$ cat config.mk
export PLATFORM = sky130hd
export DESIGN_NAME = pov_loader_flat
export DESIGN_NICKNAME = d
export VERILOG_FILES = /design/src/rtl/pov_loader_if.sv /design/src/rtl/pov_loader.sv /design/src/flat_wrapper.sv
export SDC_FILE = /design/constraint.sdc
export NUM_CORES = 1
export LEC_CHECK = 0
export CAP_MARGIN = 20
export CORE_MARGIN = 8
export CORE_UTILIZATION = 25
export CTS_CLUSTER_SIZE = 14
export DETAILED_ROUTE_END_ITERATION = 6
export HOLD_SLACK_MARGIN = 0.15
export PLACE_DENSITY = 0.54
export SETUP_SLACK_MARGIN = 0.2
export SLEW_MARGIN = 40
export SYNTH_ARGS = -nofsm -noshare
export SYNTH_HDL_FRONTEND = slang
export SYNTH_SLANG_ARGS = --single-unit
$ cat constraint.sdc
create_clock -name clk -period 6 [get_ports clk]
set_input_delay 0.6 -clock clk [delete_from_list [all_inputs] [get_ports clk]]
set_output_delay 0.6 -clock clk [all_outputs]
set_load 0.005 [all_outputs]
$ cat src/rtl/pov_loader_if.sv
// pov_loader_if: bundles the SPI host link, the frame tick and the staged
// point-of-view vector set that pov_loader presents to the raybox core.
// master = host/consumer side, slave = pov_loader.
interface pov_loader_if #(
  parameter int unsigned W = 24
);
  logic         tick;
  logic         spi_sclk;
  logic         spi_mosi;
  logic         spi_csb;
  logic [W-1:0] new_playerX;
  logic [W-1:0] new_playerY;
  logic [W-1:0] new_facingX;
  logic [W-1:0] new_facingY;
  logic [W-1:0] new_vplaneX;
  logic [W-1:0] new_vplaneY;
  logic         write_new_position;
  logic         frame_err;

  modport master (
    output tick, spi_sclk, spi_mosi, spi_csb,
    input  new_playerX, new_playerY, new_facingX, new_facingY,
           new_vplaneX, new_vplaneY, write_new_position, frame_err
  );

  modport slave (
    input  tick, spi_sclk, spi_mosi, spi_csb,
    output new_playerX, new_playerY, new_facingX, new_facingY,
           new_vplaneX, new_vplaneY, write_new_position, frame_err
  );
endinterface

$ cat src/rtl/pov_loader.sv
// pov_loader: SPI mode-0 slave that receives a 6-vector point-of-view set,
// synchronizes it into clk, validates frame length (and optionally a
// trailing XOR checksum byte) and presents the set atomically with a
// write_new_position flag held until a frame tick consumes it.
// Optional feature macro: POV_LOADER_CHECKSUM_EN (adds checksum byte).
module pov_loader #(
  parameter int unsigned W    = 24,
  parameter int unsigned NVEC = 6
) (
  input  logic        clk,
  input  logic        reset_n,
  pov_loader_if.slave bus
);

`ifdef POV_LOADER_CHECKSUM_EN
  localparam int unsigned CK = 8;
`else
  localparam int unsigned CK = 0;
`endif
  localparam int unsigned LD = NVEC * W;
  localparam int unsigned L  = LD + CK;
  localparam logic [7:0]  L_CNT = 8'(L);

  typedef enum logic {S_IDLE, S_SHIFT} state_t;

  logic [2:0]   r_sclk_s;
  logic [1:0]   r_mosi_s;
  logic [2:0]   r_csb_s;
  state_t       r_state;
  state_t       w_next;
  logic         w_start;
  logic         w_shift;
  logic         w_done;
  logic         w_good;
  logic         w_ck_ok;
  logic [L-1:0] r_shift;
  logic [7:0]   r_cnt;
  logic         r_accept;
  logic         r_frame_err;
  logic [W-1:0] r_vec [NVEC];
  logic         r_wpos;

  wire w_sclk_rise = r_sclk_s[1] & ~r_sclk_s[2];
  wire w_csb_fall  = ~r_csb_s[1] & r_csb_s[2];
  wire w_csb_rise  = r_csb_s[1] & ~r_csb_s[2];
  wire w_mosi      = r_mosi_s[1];

  // Two-flop synchronizers plus an edge-detect stage on sclk and csb
  always_ff @(posedge clk) begin
    if (!reset_n) begin
      r_sclk_s <= 3'b000;
      r_mosi_s <= 2'b00;
      r_csb_s  <= 3'b111;
    end else begin
      r_sclk_s <= {r_sclk_s[1:0], bus.spi_sclk};
      r_mosi_s <= {r_mosi_s[0], bus.spi_mosi};
      r_csb_s  <= {r_csb_s[1:0], bus.spi_csb};
    end
  end

  // Receive FSM state register
  always_ff @(posedge clk) begin
    if (!reset_n) r_state <= S_IDLE;
    else          r_state <= w_next;
  end

  // Receive FSM next state and datapath controls
  always_comb begin
    w_next  = r_state;
    w_start = 1'b0;
    w_shift = 1'b0;
    w_done  = 1'b0;
    case (r_state)
      S_IDLE: begin
        if (w_csb_fall) begin
          w_next  = S_SHIFT;
          w_start = 1'b1;
        end
      end
      S_SHIFT: begin
        if (w_csb_rise) begin
          w_next = S_IDLE;
          w_done = 1'b1;
        end else if (w_sclk_rise) begin
          w_shift = 1'b1;
        end
      end
      default: w_next = S_IDLE;
    endcase
  end

`ifdef POV_LOADER_CHECKSUM_EN
  logic [7:0] w_xor;

  // XOR of all data bytes compared with the trailing checksum byte
  always_comb begin
    w_xor = '0;
    for (int unsigned i = 0; i < LD / 8; i++) begin
      w_xor = w_xor ^ r_shift[CK + 8*i +: 8];
    end
    w_ck_ok = (w_xor == r_shift[7:0]);
  end
`else
  assign w_ck_ok = 1'b1;
`endif

  assign w_good = (r_cnt == L_CNT) && w_ck_ok;

  // Shift register, saturating bit counter and frame verdict pulses
  always_ff @(posedge clk) begin
    if (!reset_n) begin
      r_shift     <= '0;
      r_cnt       <= '0;
      r_accept    <= 1'b0;
      r_frame_err <= 1'b0;
    end else begin
      r_accept    <= w_done & w_good;
      r_frame_err <= w_done & ~w_good;
      if (w_start) begin
        r_cnt <= '0;
      end else if (w_shift) begin
        r_shift <= {r_shift[L-2:0], w_mosi};
        if (r_cnt != 8'hFF) r_cnt <= r_cnt + 8'd1;
      end
    end
  end

  // Staged vector set and valid flag; an accept outranks a consuming tick
  always_ff @(posedge clk) begin
    if (!reset_n) begin
      for (int unsigned k = 0; k < NVEC; k++) r_vec[k] <= '0;
      r_wpos <= 1'b0;
    end else if (r_accept) begin
      for (int unsigned k = 0; k < NVEC; k++) r_vec[k] <= r_shift[L-1-k*W -: W];
      r_wpos <= 1'b1;
    end else if (bus.tick && r_wpos) begin
      r_wpos <= 1'b0;
    end
  end

  assign bus.new_playerX        = r_vec[0];
  assign bus.new_playerY        = r_vec[1];
  assign bus.new_facingX        = r_vec[2];
  assign bus.new_facingY        = r_vec[3];
  assign bus.new_vplaneX        = r_vec[4];
  assign bus.new_vplaneY        = r_vec[5];
  assign bus.write_new_position = r_wpos;
  assign bus.frame_err          = r_frame_err;

endmodule

$ cat src/flat_wrapper.sv
// flat-port wrapper written by rule: the top's interface ports become plain ports
module pov_loader_flat 
#(
  parameter int unsigned W    = 24,
  parameter int unsigned NVEC = 6
)
  (clk, reset_n, bus_tick, bus_spi_sclk, bus_spi_mosi, bus_spi_csb, bus_new_playerX, bus_new_playerY, bus_new_facingX, bus_new_facingY, bus_new_vplaneX, bus_new_vplaneY, bus_write_new_position, bus_frame_err);
  pov_loader_if #(.W(W)) bus_i ();
  input  logic clk;
  input  logic reset_n;
  input wire logic [$bits(bus_i.tick)-1:0] bus_tick;
  input wire logic [$bits(bus_i.spi_sclk)-1:0] bus_spi_sclk;
  input wire logic [$bits(bus_i.spi_mosi)-1:0] bus_spi_mosi;
  input wire logic [$bits(bus_i.spi_csb)-1:0] bus_spi_csb;
  output wire logic [$bits(bus_i.new_playerX)-1:0] bus_new_playerX;
  output wire logic [$bits(bus_i.new_playerY)-1:0] bus_new_playerY;
  output wire logic [$bits(bus_i.new_facingX)-1:0] bus_new_facingX;
  output wire logic [$bits(bus_i.new_facingY)-1:0] bus_new_facingY;
  output wire logic [$bits(bus_i.new_vplaneX)-1:0] bus_new_vplaneX;
  output wire logic [$bits(bus_i.new_vplaneY)-1:0] bus_new_vplaneY;
  output wire logic [$bits(bus_i.write_new_position)-1:0] bus_write_new_position;
  output wire logic [$bits(bus_i.frame_err)-1:0] bus_frame_err;
  assign bus_i.tick = bus_tick;
  assign bus_i.spi_sclk = bus_spi_sclk;
  assign bus_i.spi_mosi = bus_spi_mosi;
  assign bus_i.spi_csb = bus_spi_csb;
  assign bus_new_playerX = bus_i.new_playerX;
  assign bus_new_playerY = bus_i.new_playerY;
  assign bus_new_facingX = bus_i.new_facingX;
  assign bus_new_facingY = bus_i.new_facingY;
  assign bus_new_vplaneX = bus_i.new_vplaneX;
  assign bus_new_vplaneY = bus_i.new_vplaneY;
  assign bus_write_new_position = bus_i.write_new_position;
  assign bus_frame_err = bus_i.frame_err;
  pov_loader #(.W(W), .NVEC(NVEC)) u_core (.clk(clk), .reset_n(reset_n), .bus(bus_i));
endmodule
==> key figures <==
Worst setup path
  • Category of the most critical setup path: flip-flop to flip-flop
  • Kind of start point of the critical path: flip-flop
  • Worst R2R Setup Slack: 3.40 ns
  • Origin of the critical flop-to-flop path: u_core.r_csb_s[2]$_SDFF_PN1_
  • Critical path fanouts, max: 62
  • CP arrival: 3.01 ns
  • Data required, critical path: 6.41 ns
  • Worst r2r dst: u_core.r_cnt[5]$_SDFFE_PP0P_
  • Cells on worst reg2reg path: 5
  • Critical Path End Type: flip-flop
  • Beginning of the critical path: u_core.r_csb_s[2]$_SDFF_PN1_

Logic synthesis
  • Syn_area_per_cell: 10.7 µm²
  • Portion of the post-synthesis area used by sequential elements: 68.3%
  • Primary FF master, synth: sky130_fd_sc_hd__dfxtp_1
  • Mapped Nets: 1049
  • FF+latch count, synth: 308
  • Yosys warning total: 0
  • Share of flip-flops with an asynchronous set or reset after synthesis: 0%
  • Number of synthesized flops with an enable pin: 144
  • Area of the mapped netlist: 11100 µm²
  • Synthesized netlist cell count: 1041
  • Number of distinct library cells after synthesis: 31

CTS
  • Clock root buffer master: sky130_fd_sc_hd__clkbuf_16
  • Clock transition at the registers of the reported paths: 0.06 ns
  • Clock network latency to the later pin of the worst-skew pair: 0.52 ns
  • Cts-stage hold buffer count: 0
  • Number of H-tree branching levels: 2
  • Clock tree buffer depth: 3
  • CTS Sinks: 308
  • Number of buffers added by the clock tree synthesis step: 35
  • Number of post-CTS setup repair buffers: 0
  • TritonCTS clock tree: built
  • Post-cts resize count: 0

Detailed routing
  • Via-per-instance ratio: 4.33
  • Overall routed net length: 26400 µm
  • Starting DRC count in detailed routing: 630
  • Final routed wire length divided by cell count: 14.9 µm
  • Length of the first detailed-routing pass in iterations: 5
  • Number of nets still failing antenna checks after routing: 0
  • Residual DRC: 0
  • Number of vias in the routed layout: 7682

Die
  • Number of core rows: 77
  • Horizontal die dimension: 227 µm
  • Core Box Area: 44100 µm²
  • Boundary Pins: 152
  • Full die area: 51500 µm²
  • Starting density of the core: 25.2%
  • Chip height: 227 µm

Cells and area
  • Share of post-route cells with drive strength above 1: 5.93%
  • Area growth, synth to finish: 28.1%
  • NumNets Final: 1164

Pwr
  • Worst voltage drop across the vdd grid: 0.123 mV
  • Static leakage power: 5.18 nW
  • Power density over the cells: 318 nW/µm²
  • Power share of the sequential group: 50.0%
  • Share of total power consumed by net switching: 21.3%
  • Overall power: 4.53 mW
  • Switching pwr: 967 µW
  • Clock network fraction of design power: 46.0%
  • Design internal power: 3.56 mW
  • Combinational share of power: 4.0%

STA
  • Number of max-slew violations in the final report: 0
  • Layout Skew: 0.0206 ns
  • Share of the clock period used by the worst path after layout: 43.3%
  • Transition at the pin with the smallest max-transition slack: 0.756 ns
  • Final critical delay including setup and external delays: 2.60 ns
  • Setup slack of the critical path after layout: 3.40 ns
  • Remaining max-slew budget at the tightest pin: 49.5%
  • Total setup violations reported at the end of the flow: 0
  • Setup repair after global routing missed its margin: false
  • Maximum frequency from static timing analysis: 385 MHz
  • Fin Setup TNS: 0 ns
  • Final Hold Violating Endpoints: 0

Global routing
  • Pin count of the biggest net entering global routing: 106
  • GRT Resource Usage Total: 9.90%
  • Total grt overflow: 0
  • Number of global-route vias before repair: 7208
  • Number of antenna violations at the first check in global routing: 0
  • Wire length of the first global-routing pass: 40900 µm

Min path
  • Worst Hold Depth: 1
  • Launch point of the worst hold path: u_core.r_mosi_s[0]$_SDFF_PN0_
  • Type of the most critical hold path: flip-flop to flip-flop
  • Hold Path Sink: u_core.r_mosi_s[1]$_SDFF_PN0_

Place
  • HPWL after detailed placement: 15500 µm
  • Pre-CTS WS: 3.30 ns
  • Global placement routability congestion: 0.709
  • Count of buffers inserted at the top-level ports: 151

Job
  • # Max-Cap Violations: 0

Run status
  • Status: complete, no violations
[cells in the final DEF (no fill, tap or decap), drive strengths merged]
cell type	synthesis	routed
nand2	296	296
dfxtp	164	164
a21oi	150	150
clkdlybuf4s50	0	150
and3	145	145
edfxtp	144	144
clkbuf	57	46
buf	26	11
inv	7	10
clkinv	0	9
and2	6	6
nand3	6	6
o21ai	5	5
nor2	4	4
nand2b	4	4
nand4	3	3
nor3	3	3
or4	3	3
o211a	3	3
or3	2	2
o31ai	2	2
ha	2	2
clkinvlp	0	2
bufinv	0	2
and4b	2	2
diode	0	1
nand4b	1	1
or2b	1	1
o21a	1	1
mux2i	1	1
nor2b	1	1
nor4	1	1
nor3b	1	1
[logic make-up (layout without fill, tap and decap cells)]
logic type	count (synthesis)	after routing	synth area share [%]
simple gates	479	479	20.3
flops	308	308	68.3
compound gates	161	161	7.44
buf+inv	90	230	3.63
fa+ha+maj	2	2	0.225
mux	1	1	0.0899
other cells	0	1	0
[synth_stat cells (all sizes together), types with 2 or more instances]
cell / count / area, µm²
and3: 145 / 907
o31ai: 2 / 15.0
o211a: 3 / 30.0
a21oi: 150 / 751
clkbuf: 57 / 214
edfxtp: 144 / 4320
nand4: 3 / 18.8
and4b: 2 / 20.0
ha: 2 / 25.0
buf: 26 / 164
or3: 2 / 12.5
nand2b: 4 / 27.5
and2: 6 / 37.5
nor3: 3 / 15.0
or4: 3 / 22.5
dfxtp: 164 / 3280
nand3: 6 / 30.0
nor2: 4 / 15.0
o21ai: 5 / 25.0
nand2: 296 / 1110
inv: 7 / 26.3
[power by group through the flow]
stage | logic, mW | clock network (mW) | registers (mW)
6_report | 0.180 | 2.08 | 2.27
5_1_grt | 0.195 | 2.26 | 2.27
4_1_cts | 0.187 | 2.17 | 2.27
3_5_place_dp | 0.186 | 0 | 2.31
3_3_place_gp | 0.184 | 0 | 2.31
2_1_floorplan | 0.0465 | 0 | 2.32
[how the worst max path moves through the flow]
stage                     slack [ns]                            endpoint  depth (start not counted)
after floorplan                 1.39    u_core.r_vec[0][0]$_SDFFCE_PN0P_                          2
after global placement          3.23        u_core.r_cnt[6]$_SDFFE_PP0P_                          5
after detailed placement        3.30  u_core.r_vec[0][142]$_SDFFCE_PN0P_                          3
after CTS                       3.33  u_core.r_vec[0][111]$_SDFFCE_PN0P_                          2
after global routing            3.19        u_core.r_cnt[5]$_SDFFE_PP0P_                          5
final                           3.40        u_core.r_cnt[5]$_SDFFE_PP0P_                          5
[critical path, cell delays in order, from the launching register on]
cell                       delay [ns]
sky130_fd_sc_hd__dfxtp_1         0.33
sky130_fd_sc_hd__nand2b_2        0.17
sky130_fd_sc_hd__nand4b_4        0.60
sky130_fd_sc_hd__buf_4           0.60
sky130_fd_sc_hd__or4_1           0.61
sky130_fd_sc_hd__o211a_1         0.14
[state kept, by name, indices dropped and copies added, names as in the netlist]
register                       cells
u_core.r_shift                   144
u_core.r_vec                     144
u_core.r_cnt                       8
u_core.r_csb_s                     3
u_core.r_sclk_s                    3
u_core.r_mosi_s                    2
u_core.bus.frame_err               1
u_core.bus.write_new_position      1
u_core.r_accept                    1
u_core.r_state                     1
[layout make-up]
type	count	area, µm²
antenna	1	2.50
clock buffer	46	967
clock inverter	16	149
fill	4535	29900
inverter	7	31.3
multi-input combinational	643	3140
sequential	308	7610
tap	592	741
timing repair buffer	161	1620
[metal layers]
layer	up-vias	routed length, µm	global-route usage [%]	part of all wire, %
li1	3819	-	-	-
met1	3642	11900	12.9	45
met2	176	11800	15.3	45
met3	45	2050	3.54	7.8
met4	0	594	3.17	2.2
met5	-	0	0	0
[per-stage QoR]
| stage | hold slack (ns) | cell area [µm²] | utilization (%) | std cells |
|---|---|---|---|---|
| finish | 0.435 | 14300 | 32.3 | 1774 |
| global placement | 0.423 | 13100 | 29.7 | 1709 |
| global route | 0.467 | 14300 | 32.3 | 1773 |
| floorplan | 0.386 | 11100 | - | 1041 |
| CTS | 0.438 | 14300 | 32.3 | 1773 |
| detailed placement | 0.424 | 13100 | 29.8 | 1711 |
(Power assumes the default switching activity.)
